[config.mk]
export PLATFORM = sky130hd
export DESIGN_NAME = trunk_line_sequencer_flat
export DESIGN_NICKNAME = d
export VERILOG_FILES = /design/src/rtl/trunk_line_sequencer_pkg.sv /design/src/rtl/trunk_line_sequencer_if.sv /design/src/rtl/trunk_line_sequencer_pattern.sv /design/src/rtl/trunk_line_sequencer.sv /design/src/flat_wrapper.sv
export SDC_FILE = /design/constraint.sdc
export NUM_CORES = 1
export LEC_CHECK = 0
export ABC_AREA = 1
export BUFFER_PORTS_ARGS = -buffer_cell sky130_fd_sc_hd__buf_2
export CAP_MARGIN = 30
export CORE_UTILIZATION = 42
export DETAILED_ROUTE_END_ITERATION = 10
export PLACE_DENSITY = 0.7
export SYNTH_ARGS = -nofsm -noshare
export SYNTH_HDL_FRONTEND = slang
export SYNTH_SLANG_ARGS = --single-unit
[constraint.sdc]
create_clock -name clk -period 1.92 [get_ports clk]
set_input_delay 0.192 -clock clk [delete_from_list [all_inputs] [get_ports clk]]
set_output_delay 0.192 -clock clk [all_outputs]
set_load 0.02 [all_outputs]
[src/rtl/trunk_line_sequencer_pkg.sv]
// Shared definitions for the trunk line sequencer: request modes, FSM states, defaults.
// Latency: n/a (declarations only).
// Backpressure: n/a.
package trunk_pkg;

  // Request mode encodings
  localparam logic [1:0] MODE_WORD  = 2'b00;
  localparam logic [1:0] MODE_BYTE  = 2'b01;
  localparam logic [1:0] MODE_BURST = 2'b10;
  localparam logic [1:0] MODE_RSVD  = 2'b11;

  // Sequencer FSM states
  typedef enum logic [1:0] {
    ST_IDLE   = 2'd0,
    ST_ACTIVE = 2'd1,
    ST_PRE    = 2'd2
  } state_t;

  // Default geometry of the trunk
  localparam int DEF_NUM_LINES  = 32;
  localparam int DEF_LANE_WIDTH = 8;

endpackage

[src/rtl/trunk_line_sequencer_if.sv]
// Request/response and line-enable bundle between array controller and sequencer.
// Latency: n/a (wires only).
// Backpressure: req_valid/req_ready handshake; line enables are not backpressured.
interface trunk_line_sequencer_if #(
  parameter int NUM_LINES = trunk_pkg::DEF_NUM_LINES,
  parameter int SEL_W     = $clog2(NUM_LINES)
);
  logic                 req_valid;
  logic                 req_ready;
  logic [1:0]           req_mode;
  logic [SEL_W-1:0]     req_sel;
  logic [SEL_W-1:0]     req_len;
  logic                 trunk_enable;
  logic [NUM_LINES-1:0] line_en;
  logic                 busy;
  logic                 done;
  logic                 err;

  // Array controller side
  modport master (
    output req_valid, req_mode, req_sel, req_len, trunk_enable,
    input  req_ready, line_en, busy, done, err
  );

  // Sequencer side
  modport slave (
    input  req_valid, req_mode, req_sel, req_len, trunk_enable,
    output req_ready, line_en, busy, done, err
  );
endinterface

[src/rtl/trunk_line_sequencer_pattern.sv]
// Line-enable pattern for a (mode, sel) pair: one-hot for word/burst, lane-replicated for byte.
// Latency: combinational; the parent registers the result.
// Backpressure: none.
module trunk_line_pattern
  import trunk_pkg::*;
#(
  parameter int NUM_LINES  = DEF_NUM_LINES,
  parameter int LANE_WIDTH = DEF_LANE_WIDTH,
  parameter int SEL_W      = $clog2(NUM_LINES)
) (
  input  logic [1:0]           mode,
  input  logic [SEL_W-1:0]     sel,
  output logic [NUM_LINES-1:0] pattern
);

  localparam int NUM_LANES = NUM_LINES / LANE_WIDTH;

  // LANE_WIDTH divides a power-of-two NUM_LINES, so it is itself a power of two
  // and the in-lane offset is just the low bits of sel.
  logic [SEL_W-1:0] lane_off;
  assign lane_off = sel & SEL_W'(LANE_WIDTH - 1);

  // Build the enable pattern; reserved mode yields no lines at all
  always_comb begin
    pattern = '0;
    if (mode == MODE_BYTE) begin
      for (int k = 0; k < NUM_LANES; k++) begin
        pattern[SEL_W'(k * LANE_WIDTH) | lane_off] = 1'b1;
      end
    end else if (mode == MODE_WORD || mode == MODE_BURST) begin
      pattern[sel] = 1'b1;
    end
  end

endmodule

[src/rtl/trunk_line_sequencer.sv]
// Trunk line sequencer: accepts activation requests and drives timed line enables with precharge gaps.
// Latency: line_en registered at the accept edge; done one cycle after the last precharge cycle.
// Backpressure: req_ready only in IDLE (including the done cycle, allowing back-to-back requests).
module trunk_line_sequencer
  import trunk_pkg::*;
#(
  parameter int NUM_LINES  = DEF_NUM_LINES,
  parameter int LANE_WIDTH = DEF_LANE_WIDTH,
  parameter int ACT_CYCLES = 2,
  parameter int PRE_CYCLES = 1,
  parameter int SEL_W      = $clog2(NUM_LINES)
) (
  input  logic                    clk,
  input  logic                    rst_n,
  trunk_line_sequencer_if.slave   bus
);

  localparam int CNT_MAX = (ACT_CYCLES > PRE_CYCLES) ? ACT_CYCLES : PRE_CYCLES;
  localparam int CNT_W   = $clog2(CNT_MAX) + 1;
  localparam logic [CNT_W-1:0] ACT_LOAD = CNT_W'(ACT_CYCLES - 1);
  localparam logic [CNT_W-1:0] PRE_LOAD = CNT_W'(PRE_CYCLES - 1);
  localparam logic [CNT_W-1:0] CNT_ONE  = CNT_W'(1);
  localparam logic [SEL_W-1:0] SEL_ONE  = SEL_W'(1);

  state_t               state_q, state_d;
  logic [CNT_W-1:0]     cnt_q, cnt_d;
  logic [SEL_W-1:0]     sel_q, sel_d;
  logic [SEL_W-1:0]     rem_q, rem_d;
  logic [1:0]           mode_q, mode_d;
  logic                 abort_q, abort_d;
  logic [NUM_LINES-1:0] line_en_q, line_en_d;
  logic                 done_q, done_d;
  logic                 err_q, err_d;

  logic [1:0]           pat_mode;
  logic [SEL_W-1:0]     pat_sel;
  logic [NUM_LINES-1:0] pat;
  logic                 illegal;

  trunk_line_pattern #(
    .NUM_LINES  (NUM_LINES),
    .LANE_WIDTH (LANE_WIDTH),
    .SEL_W      (SEL_W)
  ) u_pattern (
    .mode    (pat_mode),
    .sel     (pat_sel),
    .pattern (pat)
  );

  // Byte mode only addresses lines inside the first lane
  assign illegal = (bus.req_mode == MODE_RSVD)
                 || (bus.req_mode == MODE_BYTE && (bus.req_sel & ~SEL_W'(LANE_WIDTH - 1)) != '0)
                 || !bus.trunk_enable;

  // Next-state, counters and registered outputs
  always_comb begin
    state_d   = state_q;
    cnt_d     = cnt_q;
    sel_d     = sel_q;
    rem_d     = rem_q;
    mode_d    = mode_q;
    abort_d   = abort_q;
    line_en_d = '0;
    done_d    = 1'b0;
    err_d     = 1'b0;
    pat_mode  = mode_q;
    pat_sel   = sel_q + SEL_ONE;

    case (state_q)
      ST_IDLE: begin
        pat_mode = bus.req_mode;
        pat_sel  = bus.req_sel;
        if (bus.req_valid) begin
          mode_d  = bus.req_mode;
          sel_d   = bus.req_sel;
          rem_d   = (bus.req_mode == MODE_BURST) ? bus.req_len : '0;
          abort_d = 1'b0;
          if (illegal) begin
            done_d = 1'b1;
            err_d  = 1'b1;
          end else begin
            state_d   = ST_ACTIVE;
            cnt_d     = ACT_LOAD;
            line_en_d = pat;
          end
        end
      end

      ST_ACTIVE: begin
        line_en_d = line_en_q;
        if (!bus.trunk_enable) begin
          state_d   = ST_PRE;
          cnt_d     = PRE_LOAD;
          abort_d   = 1'b1;
          line_en_d = '0;
        end else if (cnt_q == '0) begin
          state_d   = ST_PRE;
          cnt_d     = PRE_LOAD;
          line_en_d = '0;
        end else begin
          cnt_d = cnt_q - CNT_ONE;
        end
      end

      ST_PRE: begin
        // A trunk drop anywhere in precharge cancels the rest of the burst
        abort_d = abort_q || !bus.trunk_enable;
        if (cnt_q == '0) begin
          if (mode_q == MODE_BURST && rem_q != '0 && !abort_d) begin
            state_d   = ST_ACTIVE;
            cnt_d     = ACT_LOAD;
            sel_d     = sel_q + SEL_ONE;
            rem_d     = rem_q - SEL_ONE;
            line_en_d = pat;
          end else begin
            state_d = ST_IDLE;
            done_d  = 1'b1;
            err_d   = abort_d;
          end
        end else begin
          cnt_d = cnt_q - CNT_ONE;
        end
      end

      default: state_d = ST_IDLE;
    endcase
  end

  // State and output registers; reset clears line enables asynchronously
  always_ff @(posedge clk or negedge rst_n) begin
    if (!rst_n) begin
      state_q   <= ST_IDLE;
      cnt_q     <= '0;
      sel_q     <= '0;
      rem_q     <= '0;
      mode_q    <= MODE_WORD;
      abort_q   <= 1'b0;
      line_en_q <= '0;
      done_q    <= 1'b0;
      err_q     <= 1'b0;
    end else begin
      state_q   <= state_d;
      cnt_q     <= cnt_d;
      sel_q     <= sel_d;
      rem_q     <= rem_d;
      mode_q    <= mode_d;
      abort_q   <= abort_d;
      line_en_q <= line_en_d;
      done_q    <= done_d;
      err_q     <= err_d;
    end
  end

  assign bus.req_ready = (state_q == ST_IDLE);
  assign bus.busy      = (state_q != ST_IDLE);
  assign bus.line_en   = line_en_q;
  assign bus.done      = done_q;
  assign bus.err       = err_q;

endmodule

[src/flat_wrapper.sv]
// flat-port wrapper written by rule: the top's interface ports become plain ports
module trunk_line_sequencer_flat import trunk_pkg::*;
#(
  parameter int NUM_LINES  = DEF_NUM_LINES,
  parameter int LANE_WIDTH = DEF_LANE_WIDTH,
  parameter int ACT_CYCLES = 2,
  parameter int PRE_CYCLES = 1,
  parameter int SEL_W      = $clog2(NUM_LINES)
)
  (clk, rst_n, bus_req_valid, bus_req_mode, bus_req_sel, bus_req_len, bus_trunk_enable, bus_req_ready, bus_line_en, bus_busy, bus_done, bus_err);
  trunk_line_sequencer_if #(.NUM_LINES(NUM_LINES), .SEL_W(SEL_W)) bus_i ();
  input  logic clk;
  input  logic rst_n;
  input wire logic [$bits(bus_i.req_valid)-1:0] bus_req_valid;
  input wire logic [$bits(bus_i.req_mode)-1:0] bus_req_mode;
  input wire logic [$bits(bus_i.req_sel)-1:0] bus_req_sel;
  input wire logic [$bits(bus_i.req_len)-1:0] bus_req_len;
  input wire logic [$bits(bus_i.trunk_enable)-1:0] bus_trunk_enable;
  output wire logic [$bits(bus_i.req_ready)-1:0] bus_req_ready;
  output wire logic [$bits(bus_i.line_en)-1:0] bus_line_en;
  output wire logic [$bits(bus_i.busy)-1:0] bus_busy;
  output wire logic [$bits(bus_i.done)-1:0] bus_done;
  output wire logic [$bits(bus_i.err)-1:0] bus_err;
  assign bus_i.req_valid = bus_req_valid;
  assign bus_i.req_mode = bus_req_mode;
  assign bus_i.req_sel = bus_req_sel;
  assign bus_i.req_len = bus_req_len;
  assign bus_i.trunk_enable = bus_trunk_enable;
  assign bus_req_ready = bus_i.req_ready;
  assign bus_line_en = bus_i.line_en;
  assign bus_busy = bus_i.busy;
  assign bus_done = bus_i.done;
  assign bus_err = bus_i.err;
  trunk_line_sequencer #(.NUM_LINES(NUM_LINES), .LANE_WIDTH(LANE_WIDTH), .ACT_CYCLES(ACT_CYCLES), .PRE_CYCLES(PRE_CYCLES), .SEL_W(SEL_W)) u_core (.clk(clk), .rst_n(rst_n), .bus(bus_i));
endmodule
== Word-level counts from Yosys, hierarchy flattened ==
Cells that the tools add are included.

* Order comparisons: 10
* Bitwise operators: 3
* Add/subtract/negate cells: 3
* Multiplexer cells: 53
* Reductions and logical operators: 27
* Equal/unequal tests: 15

{| class="wikitable"
|+ Operators by type and width
! operator !! count
|-
| $mux W32 || 8
|-
| $pmux W32 S3 || 1
|-
| $mux W5 || 8
|-
| $or A24 B32 Y32 || 1
|-
| $or A16 B24 Y24 || 1
|-
| $mux W2 || 10
|-
| $pmux W5 S2 || 2
|-
| $lt A5 B6 Y1 const B || 3
|-
| $or A8 B16 Y16 || 1
|-
| $ge A5 B1 Y1 const B || 3
|-
| $mux W1 || 14
|-
| $demux W1 S3 || 4
|-
| $pmux W2 S3 || 2
|-
| $reduce_and A4 Y1 || 3
|-
| $eq A2 B2 Y1 const B || 5
|-
| $reduce_bool A5 Y1 || 2
|-
| $logic_and A1 B1 Y1 || 8
|-
| $eq A2 B1 Y1 const B || 3
|-
| $logic_not A2 Y1 || 3
|-
| $lt A3 B6 Y1 const B || 1
|-
| $lt A4 B6 Y1 const B || 1
|-
| $ne A2 B2 Y1 const B || 3
|-
| $add A5 B1 Y5 const B || 1
|-
| $demux W1 S5 || 1
|-
| other kinds (15) || 22
|}

* Input port bits: 16
* Register bits after elaboration: 51
* Word-level logic and storage cells: 120

== Depth between registers and ports, before layout ==
* Depth after elaboration: 13
* Mapped depth: 14
* Depth with buffers taken out: 13

== By module ==
A second synthesis with hierarchy kept.

* Cells, all modules: 430
* Area total of the unflattened synthesis: 2991.6 µm²

{| class="wikitable"
|+ Modules (own cells, without submodules)
! module !! area each (µm²) !! cells an instance !! instances !! seq. area each (µm²)
|-
| trunk_line_sequencer || 2592.5 || 324 || 1 || 1276.2
|-
| trunk_line_pattern || 399.1 || 106 || 1 || 0.0
|}

== Worst setup path before layout ==
No wires, ideal clock.

* Kind: flip-flop to flip-flop
* Start point: register u_core.state_q[0]
* End point: register u_core.line_en_q[10] (netlist: u_core.bus.line_en[10])
* Slack: 0.091 ns
* Library setup time: 0.116 ns
* Period minus slack after synthesis: 1.829 ns
* Arrival: 1.713 ns
* Cell stages (with the launch flop): 13
* Data required time: 1.804 ns
* Path buffers: 3
* Cell sequence: dfrtp_1 -> inv_1 -> ha_1 -> buf_6 -> inv_4 -> buf_6 -> nand3_1 -> nand2_1 -> buf_2 -> nand4_1 -> nand2_1 -> nand2_1 -> nand2_1

* Cells in the longest elaborated chain, start to end: 13
* Elaborated cells between the ends (all ways): 30

{| class="wikitable"
|+ RTL lines
! element !! RTL line !! RTL
|-
| from (decl) || trunk_line_sequencer.sv:25 || <nowiki>state_t state_q, state_d;</nowiki>
|-
| from (signal assigned) || trunk_line_sequencer.sv:142 || <nowiki>state_q <= state_d;</nowiki>
|-
| $logic_not A2 Y1 * || -- ||
|-
| via bus_req_ready || flat_wrapper.sv:19 || <nowiki>output wire logic [$bits(bus_i.req_ready)-1:0] bus_req_ready;</nowiki>
|-
| $mux W5 || trunk_line_sequencer.sv:69 || <nowiki>case (state_q)</nowiki>
|-
| $lt A4 B6 Y1 (not written as such) or $ge A4 B1 Y1 (tied branches) || trunk_line_sequencer_pattern.sv:28 || <nowiki>pattern[SEL_W'(k * LANE_WIDTH) | lane_off] = 1'b1;</nowiki>
|-
| $logic_and A1 B1 Y1 (not written as such) || trunk_line_sequencer_pattern.sv:28 ||
|-
| $mux W1 (not written as such) || trunk_line_sequencer_pattern.sv:28 ||
|-
| $demux W1 S3 || trunk_line_sequencer_pattern.sv:28 ||
|-
| $or A8 B16 Y16 (no source line) || -- ||
|-
| $or A16 B24 Y24 (no source line) || -- ||
|-
| $or A24 B32 Y32 (no source line) || -- ||
|-
| $mux W32 || trunk_line_sequencer_pattern.sv:26 || <nowiki>if (mode == MODE_BYTE) begin</nowiki>
|-
| $mux W32 (on tied branches) || trunk_line_sequencer.sv:109, trunk_line_sequencer.sv:78 ||
|-
| $mux W32 (on tied branches) || trunk_line_sequencer.sv:108, trunk_line_sequencer.sv:73 ||
|-
| $pmux W32 S3 * || trunk_line_sequencer.sv:69 ||
|-
| to (signal assigned) || trunk_line_sequencer.sv:148 || <nowiki>line_en_q <= line_en_d;</nowiki>
|-
| to (decl) || trunk_line_sequencer.sv:31 || <nowiki>logic [NUM_LINES-1:0] line_en_q, line_en_d;</nowiki>
|}

Mark *: on every way through the listed nets, which the timed path passes. The rest lies on a longest branch.
A chain may end at the register's enable or synchronous reset.

== Final worst setup path ==
* Start point: register u_core.state_q[1]
* End point: register u_core.line_en_q[26] (netlist: u_core.bus.line_en[26])

* Cells in the longest elaborated chain, start to end: 11
* Elaborated cells between the ends (all ways): 28

{| class="wikitable"
|+ RTL lines
! element !! RTL line !! RTL
|-
| $logic_not A2 Y1 || trunk_line_sequencer.sv:69 ||
|-
| $mux W5 || trunk_line_sequencer.sv:69 ||
|-
| $lt A5 B6 Y1 (not written as such) (tied with other cells) || trunk_line_sequencer_pattern.sv:31 || <nowiki>pattern[sel] = 1'b1;</nowiki>
|-
| $logic_and A1 B1 Y1 (on tied branches) || trunk_line_sequencer_pattern.sv:31, trunk_line_sequencer_pattern.sv:28 ||
|-
| $mux W1 (on tied branches) || trunk_line_sequencer_pattern.sv:31, trunk_line_sequencer_pattern.sv:28 ||
|-
| $demux W1 S5 or $demux W1 S3 (tied branches) || trunk_line_sequencer_pattern.sv:31, trunk_line_sequencer_pattern.sv:28 ||
|-
| $mux W32 or $or A24 B32 Y32 (tied branches) || -- ||
|-
| $mux W32 || trunk_line_sequencer_pattern.sv:26 ||
|-
| $mux W32 (on tied branches) || trunk_line_sequencer.sv:109, trunk_line_sequencer.sv:78 ||
|-
| $mux W32 (on tied branches) || trunk_line_sequencer.sv:108, trunk_line_sequencer.sv:73 ||
|-
| $pmux W32 S3 || trunk_line_sequencer.sv:69 ||
|}

Parallel ways exist; a longest one is shown, timed or not.

==> impl_metrics.ini <==
[run_status]
status = finished, final reports clean

[critical_path]
cp-start-kind = register
regToRegSetupSlack_ps = 120
end_kind = register
rr_endpoint = u_core.bus.line_en[26]
reg2regPathDepth = 10
cp.required_ps = 2180
path_cells = inv_2 > ha_4 > clkbuf_16 > o21ai_4 > nand2_4 > nor2_4 > nand4_1 > nand2_1 > nand2_1 > nand2_1
timing.rr.start = u_core.state_q[1]
crit_buf_inv = 2
critical_path_class = register to register
arrival_ps = 2060
critPathMostFrequentCell = nand2_1
cp_slowest_cell = dfrtp_1
slowest_delay_ps = 420
cp_top_family = simple AND/OR/NAND/NOR gates
worstPathMaxFanout = 8

[placed_design]
place_area_um2 = 3590
dp_worst_setup_slack_ps = 48.8
io_buffers = 51
gp_congestion = 0.923
dp_hpwl_um = 5510

[global_route]
antenna_found_initial = 0
grt_pass1_vias = 2850
gr-total-overflow = 0
grtUsageTotal_pct = 20.9
grt_pass1_wl_um = 13000
grt_max_degree = 33

[power_and_ir_drop]
leakagePower_uw = 0.00217
swShare_pct = 50.5
ir_drop_v = 0.000791
p_int_uw = 3020
p_seq_share_pct = 24.0
pwr-share-comb_pct = 64.9
powerDensity_nw_per_um2 = 1600
power.switching_uw = 3080
clockPowerShare_pct = 11.0
total_power_uw = 6100

[yosys]
synthMuxAreaShare_pct = 0
synth_compound_area_share_pct = 7.40
synth-simple-area-share_pct = 39.6
synthXorXnorAreaFrac_pct = 0.551
synthArstFlopShare_pct = 100
yosysUniqueCellTypes = 29
synth_top_family_by_area = simple AND/OR/NAND/NOR gates
ys_ff_latch = 51
yosysWarningCount = 0
synth_top_flop_cell = dfrtp_1
syn_area_um2 = 3180
seq_area_frac_synth_pct = 40.1
synth_edf_count = 0
yosys.area_share.adder_pct = 2.75
syn_nets = 469
netlist_instances = 446
postSynthAreaPerCell_um2 = 7.13

[worst_hold_path]
hp-class = primary input to register
min_to = u_core.bus.err
hold_depth = 3
worstHoldStart = bus_req_valid

[clocking]
cts_tree = done
cts_made_buffers = 5
root_buffer = clkbuf_8
cts_sinks = 51
clkLatencyLatePin_ps = 310
clockBufferDepth = 2
clkSlewWorstSetupHoldPaths_ps = 110
htreeDepth = 2

[timing]
finalClockSkew_ps = 9.04
maxSlewViolCount = 0
hold_violations = 0
fmax_mhz = 555
relSlewSlack_pct = 64.5
min_period_ps = 1800
layout_setup_ws_ps = 117
min_period_over_period_pct = 93.9
worst_slew_pin_slew_ps = 533
setup_viol = 0

[floorplan]
rows = 31
die_area_um2 = 7920
fp.dieW_um = 89.0
initial_core_util_pct = 43.6
dieHeight_um = 89.0
num_io_pins = 52
core_area_um2 = 7290

[detailed_routing]
firstDrtPassIters = 5
drc = 0
drtAntennaViolNets = 0
wl_per_cell_um = 12.8
num_vias = 3072
drtIter0Drc = 177
vias_per_cell = 5.07
routed_wl_um = 7730

[layout]
syn_to_final_growth_pct = 20.3
drive_above_1_share_pct = 23.3
fin_nets = 529
diodes = 0
finalInstanceArea_um2 = 3820

[flow_run]
cap_viol_max_count = 0
[through the flow]
stage | TNS (ps) | std cells | utilization, % | hold WS [ps]
final | 0 | 606 | 52.4 | 197
after global routing | -28.4 | 606 | 52.4 | 183
after CTS | 0 | 602 | 50.7 | 187
after detailed placement | 0 | 593 | 49.2 | 206
after global placement | 0 | 593 | 49.2 | 205
after floorplan | 0 | 446 | - | -104
[cell usage after synthesis, types with 2 or more instances]
cell type | instances | area, um^2
clkbuf_1 | 5 | 18.8
a21oi_1 | 4 | 20.0
inv_1 | 31 | 116
o21ai_0 | 23 | 115
buf_4 | 3 | 22.5
buf_6 | 7 | 78.8
nor2_1 | 7 | 26.3
inv_2 | 10 | 37.5
ha_1 | 7 | 87.6
o21ai_2 | 4 | 35.0
dfrtp_1 | 51 | 1280
nand4_1 | 37 | 231
o22ai_1 | 5 | 31.3
nor2_4 | 5 | 56.3
buf_2 | 5 | 25.0
nor2_2 | 2 | 12.5
o21ai_1 | 2 | 10.0
nand2_2 | 5 | 31.3
nand3_1 | 21 | 105
nand2_1 | 203 | 762
[area by class of cell]
type	count	area, um^2
Tap cell	99	124
Timing Repair Buffer	73	510
Multi-Input combinational cell	333	1650
Fill cell	722	3470
Sequential cell	51	1280
Clock buffer	5	68.8
Clock inverter	3	28.8
Inverter	42	165
[how the worst max path moves through the flow]
stage	from	endpoint	cells after the start
after CTS	u_core.state_q[1]	u_core.bus.line_en[27]	10
after detailed placement	u_core.state_q[1]	u_core.bus.line_en[27]	10
after global routing	u_core.state_q[1]	u_core.bus.line_en[2]	10
after floorplan	u_core.state_q[0]	u_core.bus.line_en[10]	12
after global placement	u_core.state_q[1]	u_core.bus.line_en[27]	10
final	u_core.state_q[1]	u_core.bus.line_en[26]	10
[repair_timing]
item	4_1_cts	5_1_grt
hold buffers	1	0
buffers inserted	0	3
endpoints found under the hold margin	20	0
setup endpoints to repair	0	42
resized for setup	0	16
[flip-flops by register name, summed over array words and instances, names as in the netlist]
name,count
u_core.bus.line_en,32
u_core.rem_q,5
u_core.sel_q,5
u_core.cnt_q,2
u_core.mode_q,2
u_core.state_q,2
u_core.abort_q,1
u_core.bus.done,1
u_core.bus.err,1
[worst reg2reg max path: stages (launching register included)]
cell,delay [ps]
dfrtp_1,420
inv_2,80
ha_4,180
clkbuf_16,160
o21ai_4,230
nand2_4,110
nor2_4,250
nand4_1,130
nand2_1,80
nand2_1,50
nand2_1,60
[layer usage]
layer	global-route usage (%)	share of wire [%]	up-vias
met5	0	0	-
met4	4.62	1.2	0
met3	3.32	4.8	10
met2	36.0	47	105
met1	27.7	47	1402
li1	-	-	1555
[power by group through the flow]
stage / Clock, uW / Combinational, uW / Sequential [uW]
finish: 674 / 3960 / 1470
floorplan: 0 / 2650 / 1580
global placement: 0 / 3490 / 1470
detailed placement: 0 / 3540 / 1480
global route: 731 / 4400 / 1490
CTS: 703 / 3550 / 1460
[cell families (layout without fill, tap and decap cells)]
group                      after synthesis  count (layout)
AOI/OAI and AO/OA                       40              40
xor gates and xnor gates                 2               2
adders and majority gates                7               7
buffers and inverters                   62             123
DFF                                     51              51
and+or+nand+nor                        284             284
[cell usage in the layout (no fill, tap or decap), types with 2 or more instances in the layout]
master,count
o21ai_4,3
o21ai_0,23
buf_6,2
nand2_1,201
nand4_1,37
clkinv_4,2
a21oi_1,3
nor2_4,6
inv_2,10
inv_1,30
nand3_1,21
nand2_4,2
buf_4,13
o21ai_2,3
buf_2,51
clkbuf_8,5
nor2_1,7
dfrtp_1,51
o22ai_1,5
ha_1,5
nand2_2,6
buf_12,5
(Power assumes the default switching activity.)
